[config.mk]
export PLATFORM = sky130hd
export DESIGN_NAME = control_unit
export DESIGN_NICKNAME = d
export VERILOG_FILES = /design/src/rtl/control_pkg.sv /design/src/rtl/control_unit_instr_class_decoder.sv /design/src/rtl/control_unit.sv
export SDC_FILE = /design/constraint.sdc
export NUM_CORES = 1
export LEC_CHECK = 0
export BUFFER_PORTS_ARGS = -buffer_cell sky130_fd_sc_hd__buf_2
export CAP_MARGIN = 20
export CORE_MARGIN = 2
export CORE_UTILIZATION = 54
export CTS_CLUSTER_SIZE = 30
export DETAILED_ROUTE_END_ITERATION = 12
export PLACE_DENSITY = 0.86
export SLEW_MARGIN = 20
export SYNTH_ARGS = -nofsm -noshare
export SYNTH_HDL_FRONTEND = slang
export SYNTH_SLANG_ARGS = --single-unit
[constraint.sdc]
create_clock -name clk -period 3.2 [get_ports clk]
set_input_delay 0.64 -clock clk [delete_from_list [all_inputs] [get_ports clk]]
set_output_delay 0.64 -clock clk [all_outputs]
set_load 0.02 [all_outputs]
[src/rtl/control_pkg.sv]
// control_pkg: ISA header macros plus the shared state enum, instruction
// classes and datapath select encodings for the RV32I control unit.
// Optional debug halt support is enabled by defining CONTROL_UNIT__DEBUG_EN.

`ifndef ISA__DEFS_SVH
`define ISA__DEFS_SVH
`define ISA__OPCODE_WIDTH 7
`define ISA__FUNCT3_WIDTH 3
`define ISA__OPC_LUI      7'b0110111
`define ISA__OPC_AUIPC    7'b0010111
`define ISA__OPC_JAL      7'b1101111
`define ISA__OPC_JALR     7'b1100111
`define ISA__OPC_BRANCH   7'b1100011
`define ISA__OPC_LOAD     7'b0000011
`define ISA__OPC_STORE    7'b0100011
`define ISA__OPC_OP_IMM   7'b0010011
`define ISA__OPC_OP       7'b0110011
`define ISA__OPC_MISC_MEM 7'b0001111
`define ISA__OPC_SYSTEM   7'b1110011
`endif

package control_pkg;

  typedef enum logic [3:0] {
    ST_INIT,
    ST_FETCH,
    ST_DECODE,
    ST_EXEC,
    ST_MEM_RD,
    ST_LOAD_WB,
    ST_MEM_WR,
    ST_PC_INC,
    ST_TRAP
`ifdef CONTROL_UNIT__DEBUG_EN
    , ST_HALTED
`endif
  } state_t;

  typedef enum logic [3:0] {
    IC_OP,
    IC_OP_IMM,
    IC_LUI,
    IC_AUIPC,
    IC_JAL,
    IC_JALR,
    IC_BRANCH,
    IC_LOAD,
    IC_STORE,
    IC_FENCE,
    IC_SYSTEM,
    IC_ILLEGAL
  } instr_class_t;

  // Register-file write-back source
  localparam logic [1:0] RD_SEL_ALU = 2'd0;
  localparam logic [1:0] RD_SEL_MDR = 2'd1;
  localparam logic [1:0] RD_SEL_PC4 = 2'd2;
  localparam logic [1:0] RD_SEL_CSR = 2'd3;

  // ALU operand A source
  localparam logic [1:0] INSEL1_RS1  = 2'd0;
  localparam logic [1:0] INSEL1_PC   = 2'd1;
  localparam logic [1:0] INSEL1_ZERO = 2'd2;

  // ALU operand B source
  localparam logic [1:0] INSEL2_RS2  = 2'd0;
  localparam logic [1:0] INSEL2_IMM  = 2'd1;
  localparam logic [1:0] INSEL2_FOUR = 2'd2;

  // Memory address source
  localparam logic ADDR_SEL_PC  = 1'b0;
  localparam logic ADDR_SEL_ALU = 1'b1;

endpackage

[src/rtl/control_unit_instr_class_decoder.sv]
// instr_class_decoder: purely combinational map from opcode/funct3 of the
// instruction register to an instruction class and a legality flag.

module instr_class_decoder
  import control_pkg::*;
(
  input  logic [`ISA__OPCODE_WIDTH-1:0] opcode,
  input  logic [`ISA__FUNCT3_WIDTH-1:0] f3,
  output instr_class_t                  instr_class,
  output logic                          legal
);

  // Classify the opcode; SYSTEM with funct3 000 or 100 is not supported
  always_comb begin
    instr_class = IC_ILLEGAL;
    case (opcode)
      `ISA__OPC_OP:       instr_class = IC_OP;
      `ISA__OPC_OP_IMM:   instr_class = IC_OP_IMM;
      `ISA__OPC_LUI:      instr_class = IC_LUI;
      `ISA__OPC_AUIPC:    instr_class = IC_AUIPC;
      `ISA__OPC_JAL:      instr_class = IC_JAL;
      `ISA__OPC_JALR:     instr_class = IC_JALR;
      `ISA__OPC_BRANCH:   instr_class = IC_BRANCH;
      `ISA__OPC_LOAD:     instr_class = IC_LOAD;
      `ISA__OPC_STORE:    instr_class = IC_STORE;
      `ISA__OPC_MISC_MEM: instr_class = IC_FENCE;
      `ISA__OPC_SYSTEM: begin
        if (f3 != 3'b000 && f3 != 3'b100) begin
          instr_class = IC_SYSTEM;
        end
      end
      default:            instr_class = IC_ILLEGAL;
    endcase
  end

  assign legal = (instr_class != IC_ILLEGAL);

endmodule

[src/rtl/control_unit.sv]
// control_unit: multi-cycle RV32I control FSM. Sequences fetch, decode,
// execute, memory access and PC update one instruction at a time, driving
// every strobe and select of the datapath from the current state.
// Define CONTROL_UNIT__DEBUG_EN to add halt_req/resume_req/halted and the
// HALTED state; halts are only taken at instruction boundaries.

module control_unit
  import control_pkg::*;
(
  input  logic                          clk,
  input  logic                          rst,
  input  logic [`ISA__OPCODE_WIDTH-1:0] opcode,
  input  logic [`ISA__FUNCT3_WIDTH-1:0] f3,
  input  logic                          branch_taken,
  input  logic                          mem_complete_read,
  input  logic                          mem_complete_write,
  output logic                          store,
  output logic                          write_pc,
  output logic                          write_ir,
  output logic                          write_rd,
  output logic                          write_csr,
  output logic                          mem_read,
  output logic                          mem_write,
  output logic                          addr_sel,
  output logic [1:0]                    rd_sel,
  output logic [1:0]                    alu_insel1,
  output logic [1:0]                    alu_insel2,
  output logic                          retire,
  output logic                          illegal
`ifdef CONTROL_UNIT__DEBUG_EN
  ,
  input  logic                          halt_req,
  input  logic                          resume_req,
  output logic                          halted
`endif
);

  state_t       state;
  state_t       state_nxt;
  instr_class_t iclass;
  logic         iclass_legal;

  instr_class_decoder u_decoder (
    .opcode      (opcode),
    .f3          (f3),
    .instr_class (iclass),
    .legal       (iclass_legal)
  );

  // State register; reset returns to INIT from any state, including TRAP
  // NOTE: sequential state uses <= so every flop samples pre-edge values.
  always_ff @(posedge clk or posedge rst) begin
    if (rst) begin
      state <= ST_INIT;
    end else begin
      state <= state_nxt;
    end
  end

  // Sticky illegal flag, set on the transition into TRAP
  always_ff @(posedge clk or posedge rst) begin
    if (rst) begin
      illegal <= 1'b0;
    end else if (state_nxt == ST_TRAP) begin
      illegal <= 1'b1;
    end
  end

  // Next-state and state-decoded outputs
  // NOTE: every output gets a default first, so no path can infer a latch.
  always_comb begin
    state_nxt  = state;
    store      = 1'b0;
    write_pc   = 1'b0;
    write_ir   = 1'b0;
    write_rd   = 1'b0;
    write_csr  = 1'b0;
    mem_read   = 1'b0;
    mem_write  = 1'b0;
    addr_sel   = ADDR_SEL_PC;
    rd_sel     = RD_SEL_ALU;
    alu_insel1 = INSEL1_RS1;
    alu_insel2 = INSEL2_RS2;
    retire     = 1'b0;
`ifdef CONTROL_UNIT__DEBUG_EN
    halted     = 1'b0;
`endif

    case (state)
      ST_INIT: state_nxt = ST_FETCH;

      ST_FETCH: begin
        mem_read = 1'b1;
        addr_sel = ADDR_SEL_PC;
        if (mem_complete_read) begin
          write_ir  = 1'b1;
          state_nxt = ST_DECODE;
        end
      end

      ST_DECODE: state_nxt = iclass_legal ? ST_EXEC : ST_TRAP;

      ST_EXEC: begin
        case (iclass)
          IC_OP: begin
            alu_insel1 = INSEL1_RS1;
            alu_insel2 = INSEL2_RS2;
            write_rd   = 1'b1;
            rd_sel     = RD_SEL_ALU;
            state_nxt  = ST_PC_INC;
          end
          IC_OP_IMM: begin
            alu_insel1 = INSEL1_RS1;
            alu_insel2 = INSEL2_IMM;
            write_rd   = 1'b1;
            rd_sel     = RD_SEL_ALU;
            state_nxt  = ST_PC_INC;
          end
          IC_LUI: begin
            alu_insel1 = INSEL1_ZERO;
            alu_insel2 = INSEL2_IMM;
            write_rd   = 1'b1;
            rd_sel     = RD_SEL_ALU;
            state_nxt  = ST_PC_INC;
          end
          IC_AUIPC: begin
            alu_insel1 = INSEL1_PC;
            alu_insel2 = INSEL2_IMM;
            write_rd   = 1'b1;
            rd_sel     = RD_SEL_ALU;
            state_nxt  = ST_PC_INC;
          end
          IC_JAL: begin
            write_rd   = 1'b1;
            rd_sel     = RD_SEL_PC4;
            alu_insel1 = INSEL1_PC;
            alu_insel2 = INSEL2_IMM;
            write_pc   = 1'b1;
            retire     = 1'b1;
            state_nxt  = ST_FETCH;
          end
          IC_JALR: begin
            write_rd   = 1'b1;
            rd_sel     = RD_SEL_PC4;
            alu_insel1 = INSEL1_RS1;
            alu_insel2 = INSEL2_IMM;
            write_pc   = 1'b1;
            retire     = 1'b1;
            state_nxt  = ST_FETCH;
          end
          IC_BRANCH: begin
            if (branch_taken) begin
              alu_insel1 = INSEL1_PC;
              alu_insel2 = INSEL2_IMM;
              write_pc   = 1'b1;
              retire     = 1'b1;
              state_nxt  = ST_FETCH;
            end else begin
              state_nxt  = ST_PC_INC;
            end
          end
          IC_LOAD:  state_nxt = ST_MEM_RD;
          IC_STORE: state_nxt = ST_MEM_WR;
          IC_FENCE: state_nxt = ST_PC_INC;
          IC_SYSTEM: begin
            write_rd  = 1'b1;
            rd_sel    = RD_SEL_CSR;
            write_csr = 1'b1;
            state_nxt = ST_PC_INC;
          end
          default:  state_nxt = ST_TRAP;
        endcase
      end

      ST_MEM_RD: begin
        alu_insel1 = INSEL1_RS1;
        alu_insel2 = INSEL2_IMM;
        addr_sel   = ADDR_SEL_ALU;
        mem_read   = 1'b1;
        if (mem_complete_read) begin
          store     = 1'b1;
          state_nxt = ST_LOAD_WB;
        end
      end

      ST_LOAD_WB: begin
        write_rd   = 1'b1;
        rd_sel     = RD_SEL_MDR;
        alu_insel1 = INSEL1_PC;
        alu_insel2 = INSEL2_FOUR;
        write_pc   = 1'b1;
        retire     = 1'b1;
        state_nxt  = ST_FETCH;
      end

      ST_MEM_WR: begin
        alu_insel1 = INSEL1_RS1;
        alu_insel2 = INSEL2_IMM;
        addr_sel   = ADDR_SEL_ALU;
        mem_write  = 1'b1;
        if (mem_complete_write) begin
          state_nxt = ST_PC_INC;
        end
      end

      ST_PC_INC: begin
        alu_insel1 = INSEL1_PC;
        alu_insel2 = INSEL2_FOUR;
        write_pc   = 1'b1;
        retire     = 1'b1;
        state_nxt  = ST_FETCH;
      end

      ST_TRAP: state_nxt = ST_TRAP;

`ifdef CONTROL_UNIT__DEBUG_EN
      ST_HALTED: begin
        halted = 1'b1;
        if (resume_req) begin
          state_nxt = ST_FETCH;
        end
      end
`endif

      default: state_nxt = ST_INIT;
    endcase

`ifdef CONTROL_UNIT__DEBUG_EN
    // Instruction boundary: any entry into FETCH (from INIT or a retiring
    // state) is diverted to HALTED while a halt is requested. Holding in
    // FETCH and resuming from HALTED are not boundaries.
    if (halt_req && state_nxt == ST_FETCH &&
        state != ST_FETCH && state != ST_HALTED) begin
      state_nxt = ST_HALTED;
    end
`endif
  end

endmodule

# After elaboration in Yosys (flattened, before gate mapping)
# Index checks and enable logic that the tools add are counted.
# Widths: inputs -> output; s select.
totals:
  word_cells: 76
  regBits: 5
  in_bits: 15
classes:
  n_mux: 29
  n_eq_ne: 32
  n_reduce_logical: 13
ops:
  columns: ["cell", "n"]
  rows:
  - ["$pmux 4 s11", 1]
  - ["$eq 4x3->1 const B", 8]
  - ["$eq 7x7->1 const B", 4]
  - ["$pmux 4 s7", 1]
  - ["$eq 7x6->1 const B", 3]
  - ["$eq 4x4->1 const B", 5]
  - ["$pmux 4 s5", 1]
  - ["$eq 4x2->1 const B", 4]
  - ["$mux 4", 4]
  - ["$eq 7x5->1 const B", 2]
  - ["$mux 1", 12]
  - ["$pmux 2 s2", 3]
  - ["$pmux 2 s3", 2]
  - ["$reduce_or 2->1", 5]
  - ["$eq 4x1->1 const B", 2]
  - ["$logic_not 4->1", 2]
  - ["$pmux 1 s2", 4]
  - ["$eq 7x2->1 const B", 1]
  - ["$eq 7x4->1 const B", 1]
  - ["$reduce_or 7->1", 1]
  - ["$reduce_or 6->1", 1]
  - ["$reduce_or 5->1", 1]
  - ["$ne 4x4->1 const B", 1]
  - ["$mux 3", 1]
  - ["4 further kinds", 4]

# Longest topological paths before layout
depth:
  depth_word: 9
  mapped_depth: 7
  mapped_depth_nobuf: 5

# Modules after synthesis
# A second synthesis with hierarchy kept.
unflattened:
  hier_cells: 114
  hier_area_um2: 804.5
by_module_without_submodules:
  columns: ["module", "cells_per_inst", "area_per_inst_um2", "n_inst"]
  rows:
  - ["control_unit", 83, 621.8, 1]
  - ["instr_class_decoder", 31, 182.7, 1]

# Least setup slack after synthesis
# Ideal clock, no wire load.
synth_path:
  path_kind: "input -> output"
  start: "in opcode[2]"
  end: "out write_pc"
  cell_stages: 7
  arrival_time_ns: 2.293
  path_slack_ns: 0.267
  path_cell_list: "buf_6 > or3_4 > a221o_1 > nor2_4 > o21ai_2 > o21ai_1 > buf_4"
synth_via:
  elab_chain_len: 6
synth_rtl:
  columns: ["element", "line_no", "rtl"]
  rows:
  - ["from (decl)", "control_unit.sv:12", "input logic [`ISA__OPCODE_WIDTH-1:0] opcode,"]
  - ["$eq 7x7->1, or another cell as far along", "control_unit_instr_class_decoder.sv:16", "case (opcode)"]
  - ["$pmux 4 s11 (*)", "control_unit_instr_class_decoder.sv:16", null]
  - ["$eq 4x3->1", null, null]
  - ["$reduce_or 2->1 (no source line)", null, null]
  - ["$pmux 1 s2 (*) (2 in a row)", null, null]
  - ["to (decl)", "control_unit.sv:18", "output logic write_pc,"]
# Every way passes the cells marked *; elsewhere a longest branch is shown, timed or not.

# Worst setup path in the final report
layout_path:
  start: "in f3[1]"
  end: "out alu_insel1[0]"
layout_via:
  elab_chain_len: 8
layout_rtl:
  columns: ["element", "line_no", "rtl"]
  rows:
  - ["from (decl)", "control_unit.sv:13", "input logic [`ISA__FUNCT3_WIDTH-1:0] f3,"]
  - ["$ne 3x3->1 or $reduce_bool 3->1 (tied branches)", "control_unit_instr_class_decoder.sv:28", "if (f3 != 3'b000 && f3 != 3'b100) begin"]
  - ["$logic_and 1x1->1 (*)", "control_unit_instr_class_decoder.sv:28", null]
  - ["$mux 1 (*)", "control_unit_instr_class_decoder.sv:28", null]
  - ["$pmux 4 s11 (*)", "control_unit_instr_class_decoder.sv:16", null]
  - ["$eq 4x3->1 or $eq 4x2->1 (tied branches)", "control_unit.sv:104", "case (iclass)"]
  - ["$reduce_or 2->1 (no source line)", null, null]
  - ["$pmux 2 s3 (*)", "control_unit.sv:104", null]
  - ["$pmux 2 s2 (*)", "control_unit.sv:89", "case (state)"]
  - ["to (decl)", "control_unit.sv:26", "output logic [1:0] alu_insel1,"]
# Marked as above.

==> impl_results.html <==
<table>
<tr><th>Metric</th><th>Value</th></tr>
<tr><th colspan="2">Routing</th></tr>
<tr><td>Routed WL per cell</td><td>13.8 um</td></tr>
<tr><td>Total via count in the routed design</td><td>1021</td></tr>
<tr><td>Drt first pass iters</td><td>4</td></tr>
<tr><td>Post-DR vias/cell</td><td>6.15</td></tr>
<tr><td>Number of nets with antenna violations after detailed routing</td><td>0</td></tr>
<tr><td>Iteration-0 DRC count of the detailed router</td><td>17</td></tr>
<tr><td>Total wire length after detailed routing</td><td>2300 um</td></tr>
<tr><td>Drt drc</td><td>0</td></tr>
<tr><th colspan="2">Synthesis</th></tr>
<tr><td>Count of flip-flops with a built-in enable after synthesis</td><td>0</td></tr>
<tr><td>Count of state elements after synthesis</td><td>5</td></tr>
<tr><td>Share of the synthesized area in the top cell type</td><td>13.4%</td></tr>
<tr><td>Multiplexer share of the synthesized area</td><td>3.62%</td></tr>
<tr><td>Share of flip-flops with an asynchronous set or reset</td><td>100%</td></tr>
<tr><td>Top FF cell, synth</td><td>dfrtp_1</td></tr>
<tr><td>Dominant combinational cell family by area after synthesis</td><td>simple AND/OR/NAND/NOR gates</td></tr>
<tr><td>Mean instance size in the synthesized netlist</td><td>7.53 um^2</td></tr>
<tr><td>Leading cell types by total area after synthesis</td><td>dfrtp_1, nand2_1, inv_1</td></tr>
<tr><td>Number of instances in the synthesized netlist</td><td>124</td></tr>
<tr><td>Post-synthesis instance area</td><td>933 um^2</td></tr>
<tr><td>Sequential area share after synthesis</td><td>13.4%</td></tr>
<tr><td>Compound-gate portion of the synthesized area</td><td>30.4%</td></tr>
<tr><td>Synth cell count leaders</td><td>nand2_1, inv_1, nor2_1</td></tr>
<tr><td>Dominant cell type by area after synthesis</td><td>dfrtp_1</td></tr>
<tr><td>Adder-cell share of the synthesized area</td><td>1.07%</td></tr>
<tr><td>Unique masters post-synth</td><td>56</td></tr>
<tr><td>Post-synthesis xor/xnor area fraction</td><td>0.938%</td></tr>
<tr><td>Syn Nets</td><td>139</td></tr>
<tr><td>Warnings from Yosys</td><td>0</td></tr>
<tr><td>Simple-gate portion of the synthesized area</td><td>39.8%</td></tr>
<tr><td>Count leader, synth</td><td>nand2_1</td></tr>
<tr><th colspan="2">Global route</th></tr>
<tr><td>Overall fraction of global-route tracks in use</td><td>23.2%</td></tr>
<tr><td>Maximum number of pins on one net before global-route repair</td><td>13</td></tr>
<tr><td>Initial antenna violation count</td><td>0</td></tr>
<tr><td>Via count of the first global-routing pass</td><td>887</td></tr>
<tr><td>Remaining global-route overflow</td><td>0</td></tr>
<tr><td>Global-route wire length before repair</td><td>3600 um</td></tr>
<tr><th colspan="2">CTS</th></tr>
<tr><td>Clock transition time at the flip-flop clock pins of the worst setup and hold paths</td><td>0.04 ns</td></tr>
<tr><td>TritonCTS clock tree</td><td>built</td></tr>
<tr><td>CTS buffer count</td><td>3</td></tr>
<tr><td>Maximum clock path buffer count</td><td>2</td></tr>
<tr><td>Number of levels the H-tree was split into</td><td>1</td></tr>
<tr><td>Clock latency on the worst-skew pair</td><td>0.23 ns</td></tr>
<tr><td>Count of cells resized by post-cts repair</td><td>0</td></tr>
<tr><td>Number of setup buffers added after CTS</td><td>0</td></tr>
<tr><td>Clock tree sinks</td><td>5</td></tr>
<tr><td>CTS Hold Buffers Added</td><td>0</td></tr>
<tr><td>Buffer type at the clock tree root</td><td>clkbuf_4</td></tr>
<tr><th colspan="2">Worst setup path</th></tr>
<tr><td>Number of cells traversed by the worst register-to-register path</td><td>4</td></tr>
<tr><td>Required time worst endpoint</td><td>2.56 ns</td></tr>
<tr><td>Category of the critical setup timing path</td><td>input pin to output port</td></tr>
<tr><td>Worst reg2reg startpoint</td><td>state[0]$_DFF_PP0_</td></tr>
<tr><td>Critical R2R Capture</td><td>state[0]$_DFF_PP0_</td></tr>
<tr><td>Worst setup slack for register-to-register paths</td><td>1.43 ns</td></tr>
<tr><td>Maximum fanout encountered on the critical timing path</td><td>4</td></tr>
<tr><td>Setup crit start kind</td><td>input pin</td></tr>
<tr><td>Arr. time, crit path</td><td>2.24 ns</td></tr>
<tr><td>Critical Path Sink Type</td><td>output port</td></tr>
<tr><th colspan="2">STA</th></tr>
<tr><td>Number of setup violations in the final report</td><td>0</td></tr>
<tr><td>Share of the clock period used by the worst path after layout</td><td>90.0%</td></tr>
<tr><td>Setup WS post-layout</td><td>0.320 ns</td></tr>
<tr><td>Final number of max-transition violations</td><td>0</td></tr>
<tr><td>Final hold vios</td><td>0</td></tr>
<tr><td>RSZ-0062 raised after global routing</td><td>false</td></tr>
<tr><td>Normalized max-slew margin</td><td>63.5%</td></tr>
<tr><td>Worst hold margin</td><td>0.291 ns</td></tr>
<tr><td>Fmax</td><td>347 MHz</td></tr>
<tr><td>Post-Route Setup TNS</td><td>0 ns</td></tr>
<tr><td>Final worst clock skew</td><td>0.00184 ns</td></tr>
<tr><td>Shortest period the worst path allows</td><td>2.88 ns</td></tr>
<tr><td>Transition at the pin with the smallest max-transition slack</td><td>0.542 ns</td></tr>
<tr><th colspan="2">Floorplan</th></tr>
<tr><td>CORE AREA</td><td>1670 um^2</td></tr>
<tr><td>Starting Density</td><td>55.9%</td></tr>
<tr><td>Total Die Area</td><td>2080 um^2</td></tr>
<tr><td>Height of the die</td><td>45.6 um</td></tr>
<tr><td>Die Span X</td><td>45.6 um</td></tr>
<tr><td># IOs</td><td>31</td></tr>
<tr><td>Number of placement rows</td><td>15</td></tr>
<tr><th colspan="2">Layout</th></tr>
<tr><td>Fraction of final layout cells with drive strength greater than 1</td><td>32.9%</td></tr>
<tr><td>Diodes inserted</td><td>0</td></tr>
<tr><td>Sequential cell area</td><td>125 um^2</td></tr>
<tr><td>Filler cell count</td><td>151</td></tr>
<tr><td>Multi-input combinational cell area</td><td>708 um^2</td></tr>
<tr><td>Layout area overhead</td><td>14.7%</td></tr>
<tr><td>Core utilization of the finished layout</td><td>64.1%</td></tr>
<tr><td>Final design instance area without fill</td><td>1070 um^2</td></tr>
<tr><td>Nets</td><td>165</td></tr>
<tr><th colspan="2">Power</th></tr>
<tr><td>Int Power</td><td>209 uW</td></tr>
<tr><td>Fraction of power consumed by combinational cells</td><td>52.7%</td></tr>
<tr><td>Peak supply drop</td><td>0.372 mV</td></tr>
<tr><td>Switching component of the power</td><td>178 uW</td></tr>
<tr><td>PD cells</td><td>362 nW/um^2</td></tr>
<tr><td>Part of the power in registers</td><td>29.4%</td></tr>
<tr><td>Clk network pwr share</td><td>17.9%</td></tr>
<tr><td>Leakage</td><td>0.000518 uW</td></tr>
<tr><td>Switching Fraction</td><td>46.0%</td></tr>
<tr><th colspan="2">Placed design</th></tr>
<tr><td>Instance area after placement</td><td>1040 um^2</td></tr>
<tr><td>Worst setup slack after placement</td><td>0.311 ns</td></tr>
<tr><td>HPWL after detailed placement</td><td>1860 um</td></tr>
<tr><td>Placer's final routability congestion estimate</td><td>0.900</td></tr>
<tr><td>Count of buffers from port buffering</td><td>29</td></tr>
<tr><th colspan="2">Flow run</th></tr>
<tr><td>Max-cap check violation count</td><td>0</td></tr>
<tr><th colspan="2">Min path</th></tr>
<tr><td>Path type of the worst min-delay path</td><td>input pin to asynchronous set/reset pin</td></tr>
<tr><th colspan="2">Run status</th></tr>
<tr><td>Run status</td><td>complete, no violations</td></tr>
</table>
worst max-delay path by stage:
stage	slack (ns)	to	cells past startpoint	startpoint
final	0.32	alu_insel1[0]	7	f3[1]
after global routing	0.17	alu_insel1[0]	7	f3[1]
after CTS	0.32	alu_insel1[0]	7	f3[1]
after detailed placement	0.31	alu_insel1[0]	7	f3[1]
after global placement	0.34	alu_insel1[0]	7	f3[1]
after floorplan	0.27	write_pc	7	opcode[2]
power by group through the flow:
stage / Clock (uW) / Sequential (uW) / Combinational [uW]
6_report: 69.3 / 114 / 204
5_1_grt: 79.1 / 118 / 226
4_1_cts: 72.7 / 113 / 205
3_5_place_dp: 0 / 114 / 204
3_3_place_gp: 0 / 111 / 201
2_1_floorplan: 0 / 93.9 / 178
worst max-delay path, cell delays in order:
cell	delay (ns)
buf_2	0.09
or2_2	0.29
nor4_1	0.48
or3_1	0.28
a211oi_1	0.09
o221ai_1	0.17
buf_2	0.19
registers in the layout (all words and copies together), names as in the netlist:
signal   flops
illegal      1
state        4
metrics by stage:
stage / total power [uW] / cells
after floorplan: 271 / 124
after global placement: 312 / 162
after detailed placement: 318 / 162
after CTS: 391 / 166
after global routing: 423 / 166
final: 387 / 166
final cells by class:
| type | instances | share of cell area (%) |
|---|---|---|
| timing repair buffer | 30 | 14.3 |
| sequential | 5 | 11.7 |
| inverter | 10 | 3.50 |
| multi-input combinational | 100 | 66.1 |
| tap | 17 | 1.99 |
| clock buffer | 4 | 2.45 |
metal layers:
layer  up-vias  track usage [%]  wire (um)
met5         -                0          0
met4         0             7.06          0
met3         0             1.98        110
met2        31             41.4       1170
met1       471             29.3       1010
li1        519                -          -
kinds of logic after synthesis:
logic type | after synthesis
compound gates | 34
xor+xnor | 1
fa+ha+maj | 1
buf+inv | 19
flops | 5
mux | 3
simple gates | 61
cells in the final DEF (no fill, tap or decap), types with 2 or more instances in the layout:
cell type,n
a211oi_1,3
a21oi_1,3
a31oi_1,3
buf_2,29
clkbuf_4,3
dfrtp_1,5
inv_1,10
mux2i_1,2
nand2_1,11
nand2b_1,2
nand3_1,5
nand3b_1,2
nor2_1,10
nor2b_1,2
nor3_1,5
nor4_1,4
o211ai_1,2
o21ai_0,4
o21ai_1,2
o221ai_1,3
o41ai_2,2
or2_2,2
or4_1,2
Note: power is estimated with default switching activity, not from simulation.
